File: src/rtl/isqrt_seq.sv
// Sequential integer square root: one result bit per trial, MSB first, using
// an internal pipelined squaring multiplier to test each candidate guess.
module isqrt_seq #(
    parameter int RES_W    = 32,
    parameter int MULT_LAT = 8
) (
    input  logic               clock,
    input  logic               reset,
    input  logic               start,
    input  logic [2*RES_W-1:0] value,
    output logic [RES_W-1:0]   result,
    output logic               done,
    output logic               busy
);

    localparam int OP_W  = 2 * RES_W;
    localparam int IDX_W = $clog2(RES_W);
    localparam int CNT_W = 5;

    localparam logic [IDX_W-1:0] IDX_TOP   = IDX_W'(RES_W - 1);
    localparam logic [CNT_W-1:0] WAIT_LAST = (MULT_LAT > 1) ? CNT_W'(MULT_LAT - 2) : '0;

    localparam logic [2:0] S_IDLE  = 3'd0;
    localparam logic [2:0] S_ISSUE = 3'd1;
    localparam logic [2:0] S_WAIT  = 3'd2;
    localparam logic [2:0] S_CHECK = 3'd3;
    localparam logic [2:0] S_DONE  = 3'd4;

    logic [2:0]       state_q,   state_d;
    logic [OP_W-1:0]  operand_q, operand_d;
    logic [RES_W-1:0] work_q,    work_d;
    logic [IDX_W-1:0] idx_q,     idx_d;
    logic [CNT_W-1:0] cnt_q,     cnt_d;
    logic [RES_W-1:0] result_q,  result_d;
    logic             done_q,    done_d;

    logic [RES_W-1:0]    trialBit;
    logic [RES_W-1:0]    guess;
    logic                issueFire;
    logic [OP_W-1:0]     prodPipe_q [MULT_LAT];
    logic [MULT_LAT-1:0] prodVld_q,  prodVld_d;
    logic [OP_W-1:0]     prodTop;
    logic                prodVld;
    logic                guessFits;

    always_comb begin
        trialBit        = '0;
        trialBit[idx_q] = 1'b1;
        guess           = work_q | trialBit;
    end

    // A start in ISSUE aborts, so that cycle's guess must not enter the pipe as valid.
    assign issueFire = (state_q == S_ISSUE) && !start;

    // Every accepted start flushes the valid tags, so products of an aborted operand are dropped.
    always_comb begin
        prodVld_d = '0;
        if (!start) begin
            prodVld_d[0] = issueFire;
            for (int i = 1; i < MULT_LAT; i++) begin
                prodVld_d[i] = prodVld_q[i-1];
            end
        end
    end

    always_ff @(posedge clock or negedge reset) begin
        if (!reset) begin
            for (int i = 0; i < MULT_LAT; i++) begin
                prodPipe_q[i] <= '0;
            end
            prodVld_q <= '0;
        end else begin
            if (issueFire) begin
                prodPipe_q[0] <= OP_W'(guess) * OP_W'(guess);
            end
            for (int i = 1; i < MULT_LAT; i++) begin
                prodPipe_q[i] <= prodPipe_q[i-1];
            end
            prodVld_q <= prodVld_d;
        end
    end

    assign prodTop   = prodPipe_q[MULT_LAT-1];
    assign prodVld   = prodVld_q[MULT_LAT-1];
    assign guessFits = prodVld && (prodTop <= operand_q);

    // Results are published from DONE even when a new start arrives in that same cycle.
    always_comb begin
        state_d   = state_q;
        operand_d = operand_q;
        work_d    = work_q;
        idx_d     = idx_q;
        cnt_d     = cnt_q;
        result_d  = result_q;
        done_d    = 1'b0;

        if (state_q == S_DONE) begin
            result_d = work_q;
            done_d   = 1'b1;
        end

        if (start) begin
            operand_d = value;
            work_d    = '0;
            idx_d     = IDX_TOP;
            cnt_d     = '0;
            state_d   = S_ISSUE;
        end else begin
            case (state_q)
                S_ISSUE: begin
                    cnt_d   = '0;
                    state_d = (MULT_LAT > 1) ? S_WAIT : S_CHECK;
                end
                S_WAIT: begin
                    if (cnt_q == WAIT_LAST) begin
                        state_d = S_CHECK;
                    end else begin
                        cnt_d = cnt_q + CNT_W'(1);
                    end
                end
                S_CHECK: begin
                    if (guessFits) begin
                        work_d = work_q | trialBit;
                    end
                    if (idx_q == '0) begin
                        state_d = S_DONE;
                    end else begin
                        idx_d   = idx_q - IDX_W'(1);
                        state_d = S_ISSUE;
                    end
                end
                S_DONE:  state_d = S_IDLE;
                default: state_d = S_IDLE;
            endcase
        end
    end

    always_ff @(posedge clock or negedge reset) begin
        if (!reset) begin
            state_q   <= S_IDLE;
            operand_q <= '0;
            work_q    <= '0;
            idx_q     <= '0;
            cnt_q     <= '0;
            result_q  <= '0;
            done_q    <= 1'b0;
        end else begin
            state_q   <= state_d;
            operand_q <= operand_d;
            work_q    <= work_d;
            idx_q     <= idx_d;
            cnt_q     <= cnt_d;
            result_q  <= result_d;
            done_q    <= done_d;
        end
    end

    assign result = result_q;
    assign done   = done_q;
    assign busy   = (state_q == S_ISSUE) || (state_q == S_WAIT) || (state_q == S_CHECK);

endmodule
File: config.mk
export PLATFORM = sky130hd
export DESIGN_NAME = isqrt_seq
export DESIGN_NICKNAME = d
export VERILOG_FILES = /design/src/rtl/isqrt_seq.sv
export SDC_FILE = /design/constraint.sdc
export NUM_CORES = 2
export LEC_CHECK = 0
export ABC_AREA = 1
export CAP_MARGIN = 30
export CORE_UTILIZATION = 35
export CTS_CLUSTER_DIAMETER = 200
export DETAILED_ROUTE_END_ITERATION = 10
export PLACE_DENSITY = 0.61
export SYNTH_ARGS = -nofsm -noshare
export SYNTH_HDL_FRONTEND = slang
export SYNTH_SLANG_ARGS = --single-unit
File: constraint.sdc
create_clock -name clock -period 16.48 [get_ports clock]
set_clock_uncertainty 0.2 [all_clocks]
set_input_delay 3.296 -clock clock [delete_from_list [all_inputs] [get_ports clock]]
set_output_delay 3.296 -clock clock [all_outputs]
set_load 0.01 [all_outputs]
== After elaboration in Yosys (flattened, before gate mapping) ==
Index checks and enable logic that the tools add are counted.
Operators by class
  add/subtract/negate cells: 2
  multipliers: 1
  $lt $le $gt $ge: 3
  equality and inequality tests: 8
  mux-type cells: 17
  bitwise gates (word level): 1
  reduce and logical (&&, ||, !) cells: 13
Operators with widths (count)
  $mux W32: 3
  $le A64 B64 Y1: 1
  $mul A32 B32 Y64: 1
  $or A32 B32 Y32: 1
  $mux W5: 5
  $pmux W5 S2: 1
  $mux W3: 3
  $pmux W3 S3: 1
  $mux W8: 1
  $eq A3 B2 Y1 const B: 2
  $lt A5 B6 Y1 const B: 1
  $ne A3 B3 Y1 const B: 2
  $reduce_and A2 Y1: 3
  $add A5 B1 Y5 const B: 1
  $demux W1 S5: 1
  $eq A5 B3 Y1 const B: 1
  $ge A5 B1 Y1 const B: 1
  $logic_not A5 Y1: 1
  $sub A5 B1 Y5 const B: 1
  $reduce_bool A2 Y1: 2
  $eq A3 B1 Y1 const B: 1
  $eq A3 B3 Y1 const B: 1
  $logic_and A1 B1 Y1: 3
  $reduce_bool A3 Y1: 1
  4 further kinds: 6
Storage, ports and cells
  register bits: 662
  bits of input ports: 67
  output and inout port bits: 34

== Longest topological paths before layout ==
  word-level depth: 8
  mapped depth: 40

== Worst setup path after synthesis ==
Ideal clock, no wire load.
  path kind: register to register
  start: reg idx_q[0]
  end: reg prodPipe_q[510] (netlist bit)
  library setup time: 117 ps
  arrival: 6943 ps
  data required time: 16163 ps
  slack: 9219 ps
  cell stages (with the launch flop): 30
  buffers on the path: 1
  period minus slack after synthesis: 7261 ps
  path through: dfrtp_1 -> inv_1 -> ha_1 -> inv_1 -> o21ai_1 -> buf_2 -> nand2_1 -> fa_1 -> fa_1 -> inv_1 -> fa_1 -> inv_1 -> fa_1 -> inv_1 -> fa_1 -> fa_1 -> fa_1 -> inv_1 -> fa_1 -> inv_1 -> ha_1 -> nand2_1 -> nor2_1 -> nand2_1 -> nor4_1 -> nand2_1 -> nand2_1 -> nand2_1 -> nand3_1 -> nand2_1
On the way
  cells in the longest elaborated chain, start to end: 6
  elaborated cells between the ends (all ways): 7
  classes of those cells: mul (1); order compare (2); mux (2); bitwise (1); reduce/logical (1)
RTL lines
  from (decl): line 32  | logic [IDX_W-1:0] idx_q, idx_d;
  from (signal assigned): line 151  | idx_q <= idx_d;
  $lt A5 B6 Y1 (implied by the code) or $ge A5 B1 Y1 (tied branches): line 48  | trialBit[idx_q] = 1'b1;
  $logic_and A1 B1 Y1 (implied by the code): line 48
  $mux W1 (implied by the code): line 48
  $demux W1 S5 (*): line 48
  $or A32 B32 Y32 (*): line 49  | guess = work_q | trialBit;
  $mul A32 B32 Y64 (*): line 74  | prodPipe_q[0] <= OP_W'(guess) * OP_W'(guess);
  to (signal, indexed assignment): line 77  | prodPipe_q[i] <= prodPipe_q[i-1];
  to (decl): line 40  | logic [OP_W-1:0] prodPipe_q [MULT_LAT];
Mark *: on every way between the ends. The rest lies on a longest branch, timed or not.
A chain may end at the register's enable or synchronous reset.

== Final worst setup path ==
  start: reg idx_q[4]
  end: reg prodPipe_q[477] (netlist bit)
The elaborated chain is that of the path after synthesis.

==> results.cfg <==
[yosys]
syn_inst = 5555
synth_top_area_share_pct = 31.3
synthArstFlopShare_pct = 100
synth_edf_count = 0
avgSynthCellArea_sq_um = 9.40
netlist_area_sq_mm = 0.0522
ys.flop_type = dfrtp_1
synthTopCellsByArea = dfrtp_1 31%, fa_1 30%, inv_1 11%
synth_fp_nets = 6774
yosysTopAreaCell = dfrtp_1
ys_seq_area_share_pct = 31.3
synth-seq-cells = 654
yosys_warnings = 0
synth.distinct_cells = 43

[min_path]
hp-class = reg -> reg
hold_start = prodPipe_q[316]$_DFF_PN0_
hold_end = prodPipe_q[252]$_DFF_PN0_
min_delay_path_depth = 0

[worst_setup_path]
cpMostUsedCell = fa_1
endpoint_kind = flop
critical_path.max_stage_delay_ns = 0.73
rr_worst_depth = 30
slowest_stage = o21ai_2
worst-path-max-fanout = 21
timing.rr.end = prodPipe_q[477]$_DFFE_PN0P_
rrSetupSlack_ns = 7.45
cp.required_ns = 16.76
crit-reg2reg-launch = idx_q[4]$_DFFE_PN0P_
path_buf_inv = 8
cp-start-kind = flop
worst_ep_arrival_time_ns = 9.31
path_class = reg -> reg
startpoint = idx_q[4]$_DFFE_PN0P_
critical-path-top-delay-family = adder cells

[drt]
via_per_inst = 4.58
drcViolationCount = 0
wire_per_inst_microns = 17.3
dr.pass1.iters = 5
drt_iter0_markers = 2082
antenna_left = 0
dr_total_vias = 34800
drt_wl_total_mm = 132

[floorplan]
dieWidth_microns = 388
num_io_pins = 101
rows = 141
initial_utilization_pct = 35.3
die_y_microns = 388
core_sq_mm = 0.148
dieArea_sq_mm = 0.151

[layout]
instances_no_fill = 7604
drive_gt1_share_pct = 3.74
nFillCells = 14700
nets = 6842
areaGrowthSynthToFinish_pct = 9.80

[global_route]
antenna_found_initial = 1
overflow = 0
grt_first_pass_wirelength_mm = 212
grt_max_degree = 134
gr-usage-all-layers_pct = 18.0
grt_pass1_vias = 37800

[clock_network]
root_buffer = clkbuf_16
clock_sinks = 654
cts_resized = 0
cts_made_buffers = 58
clock_latency_ns = 0.64
h-tree-depth = 2
cts_tree = built
ctsHoldBuffers = 0
clk_pin_slew_ns = 0.07
cts_setup_buffers = 0
clockBufferDepth = 3

[power_and_ir_drop]
power_density_mw_per_mm2 = 58.8
combPwrFrac_pct = 7.2
p_leak_uw = 0.0334
max-vdd-ir-drop_mv = 0.0752
seqPwrFrac_pct = 51.9
p_int_uw = 2530
power_switching_uw = 843
sw_frac_of_total_pct = 25.0
clkPwrFrac_pct = 40.8

[sta]
relSlewSlack_pct = 37.4
max_freq_mhz = 111
hold_viol_final = 0
fin_setup_tns_ns = 0
fin_crit_sh_pct = 54.8
rsz0062_at_grt = no
final_max_slew_viol_count = 0
worst_slew_pin_slew_ns = 0.938
finalCriticalPeriod_ns = 9.03
finalSetupViolations = 0

[placed_design]
gp_congestion = 0.951
portBuffers = 100
post-dp-hpwl_mm = 103
place_inst = 7492

[outcome]
status = finished, final reports clean

[job]
drv_cap = 0
[worst max path at each step]
stage,endpoint,cells after the start
after floorplan,prodPipe_q[510]$_DFFE_PN0P_,29
after global placement,prodPipe_q[469]$_DFFE_PN0P_,31
after detailed placement,prodPipe_q[477]$_DFFE_PN0P_,30
after CTS,prodPipe_q[477]$_DFFE_PN0P_,30
after global routing,prodPipe_q[477]$_DFFE_PN0P_,30
final,prodPipe_q[477]$_DFFE_PN0P_,30
[registers in the layout (all words and copies together), names as in the netlist]
signal / cells
cnt_q: 5
done: 1
idx_q: 5
operand_q: 64
prodPipe_q: 441
prodTop: 63
prodVld_q: 8
result: 32
state_q: 3
work_q: 32
[cell families after synthesis]
| group | share of synthesized area [%] |
|---|---|
| buffers and inverters | 12.6 |
| XOR/XNOR | 0.872 |
| flip-flops | 31.3 |
| multiplexers | 0.0431 |
| AO/OA/AOI/OAI | 3.99 |
| AND/OR/NAND/NOR | 12.2 |
| adder cells (fa/ha/maj) | 39.0 |
[layer usage]
| metal | GRT usage (%) | vias up | share of wire (%) |
|---|---|---|---|
| met5 | 0 | - | 0 |
| met4 | 5.19 | 0 | 2.9 |
| met3 | 1.48 | 190 | 4.0 |
| met2 | 31.4 | 793 | 50 |
| met1 | 24.0 | 17600 | 43 |
| li1 | - | 16200 | - |
[power by group through the flow]
stage	sequential (uW)	combinational [uW]	clock, uW
3_3_place_gp	1780	240	0
2_1_floorplan	1750	129	0
6_report	1750	243	1380
3_5_place_dp	1780	245	0
5_1_grt	1760	276	1480
4_1_cts	1750	247	1420
[cells in the final DEF (no fill, tap or decap), types with 7 or more instances in the layout]
master           count
a31oi_1              7
dfrtp_1            654
nand2_1           1270
nand3_1             96
a31o_2               7
fa_1               792
xnor2_1             16
buf_4               45
inv_2               10
clkbuf_16           58
inv_1             1555
nor2_1             173
xor2_1              36
nand4_1             16
nand3b_1             9
nand2_2              7
nor3_1              19
o21ai_2             16
clkinv_2            16
a21oi_1            148
o21ai_0            157
o21bai_1            23
ha_1               360
clkdlybuf4s50_1     98
[synth_stat cells (4+ instances only)]
master / instances
a21oi_1: 148
fa_1: 792
o21ai_2: 11
clkbuf_1: 41
nand3_1: 96
buf_6: 5
nand2_1: 1273
nor3_1: 19
o21bai_1: 23
nand4_1: 16
nand2_2: 4
nand3b_1: 9
xor2_1: 36
inv_1: 1556
o21ai_1: 8
o21ai_0: 157
buf_1: 8
dfrtp_1: 654
or2_2: 6
buf_2: 74
a21o_1: 6
xnor2_1: 16
inv_2: 9
a31o_2: 7
nor2_1: 173
buf_4: 11
ha_1: 360
nor2_2: 4
a31oi_1: 7
[through the flow]
step	hold slack (ns)	util (%)	cell area, sq um	power (uW)	setup WS (ns)
6_report	0.142	38.8	57300	3370	7.45
5_1_grt	0.150	38.8	57300	3510	7.10
4_1_cts	0.145	38.8	57300	3420	7.53
3_5_place_dp	0.135	37.4	55300	2030	7.56
3_3_place_gp	0.132	37.4	55300	2020	7.62
2_1_floorplan	0.131	-	52200	1880	9.22
[area by class of cell]
class / instances / area [sq um] / share of cell area [%]
Clock buffer: 70 / 1560 / 2.71
Tap cell: 1930 / 2410 / 4.21
Inverter: 1565 / 5870 / 10.2
Sequential cell: 654 / 16400 / 28.5
Timing Repair Buffer: 147 / 1390 / 2.42
Antenna cell: 3 / 7.51 / 0.0131
Clock inverter: 38 / 402 / 0.700
Multi-Input combinational cell: 3197 / 29300 / 51.2
Power figures use the tool's default switching activity.
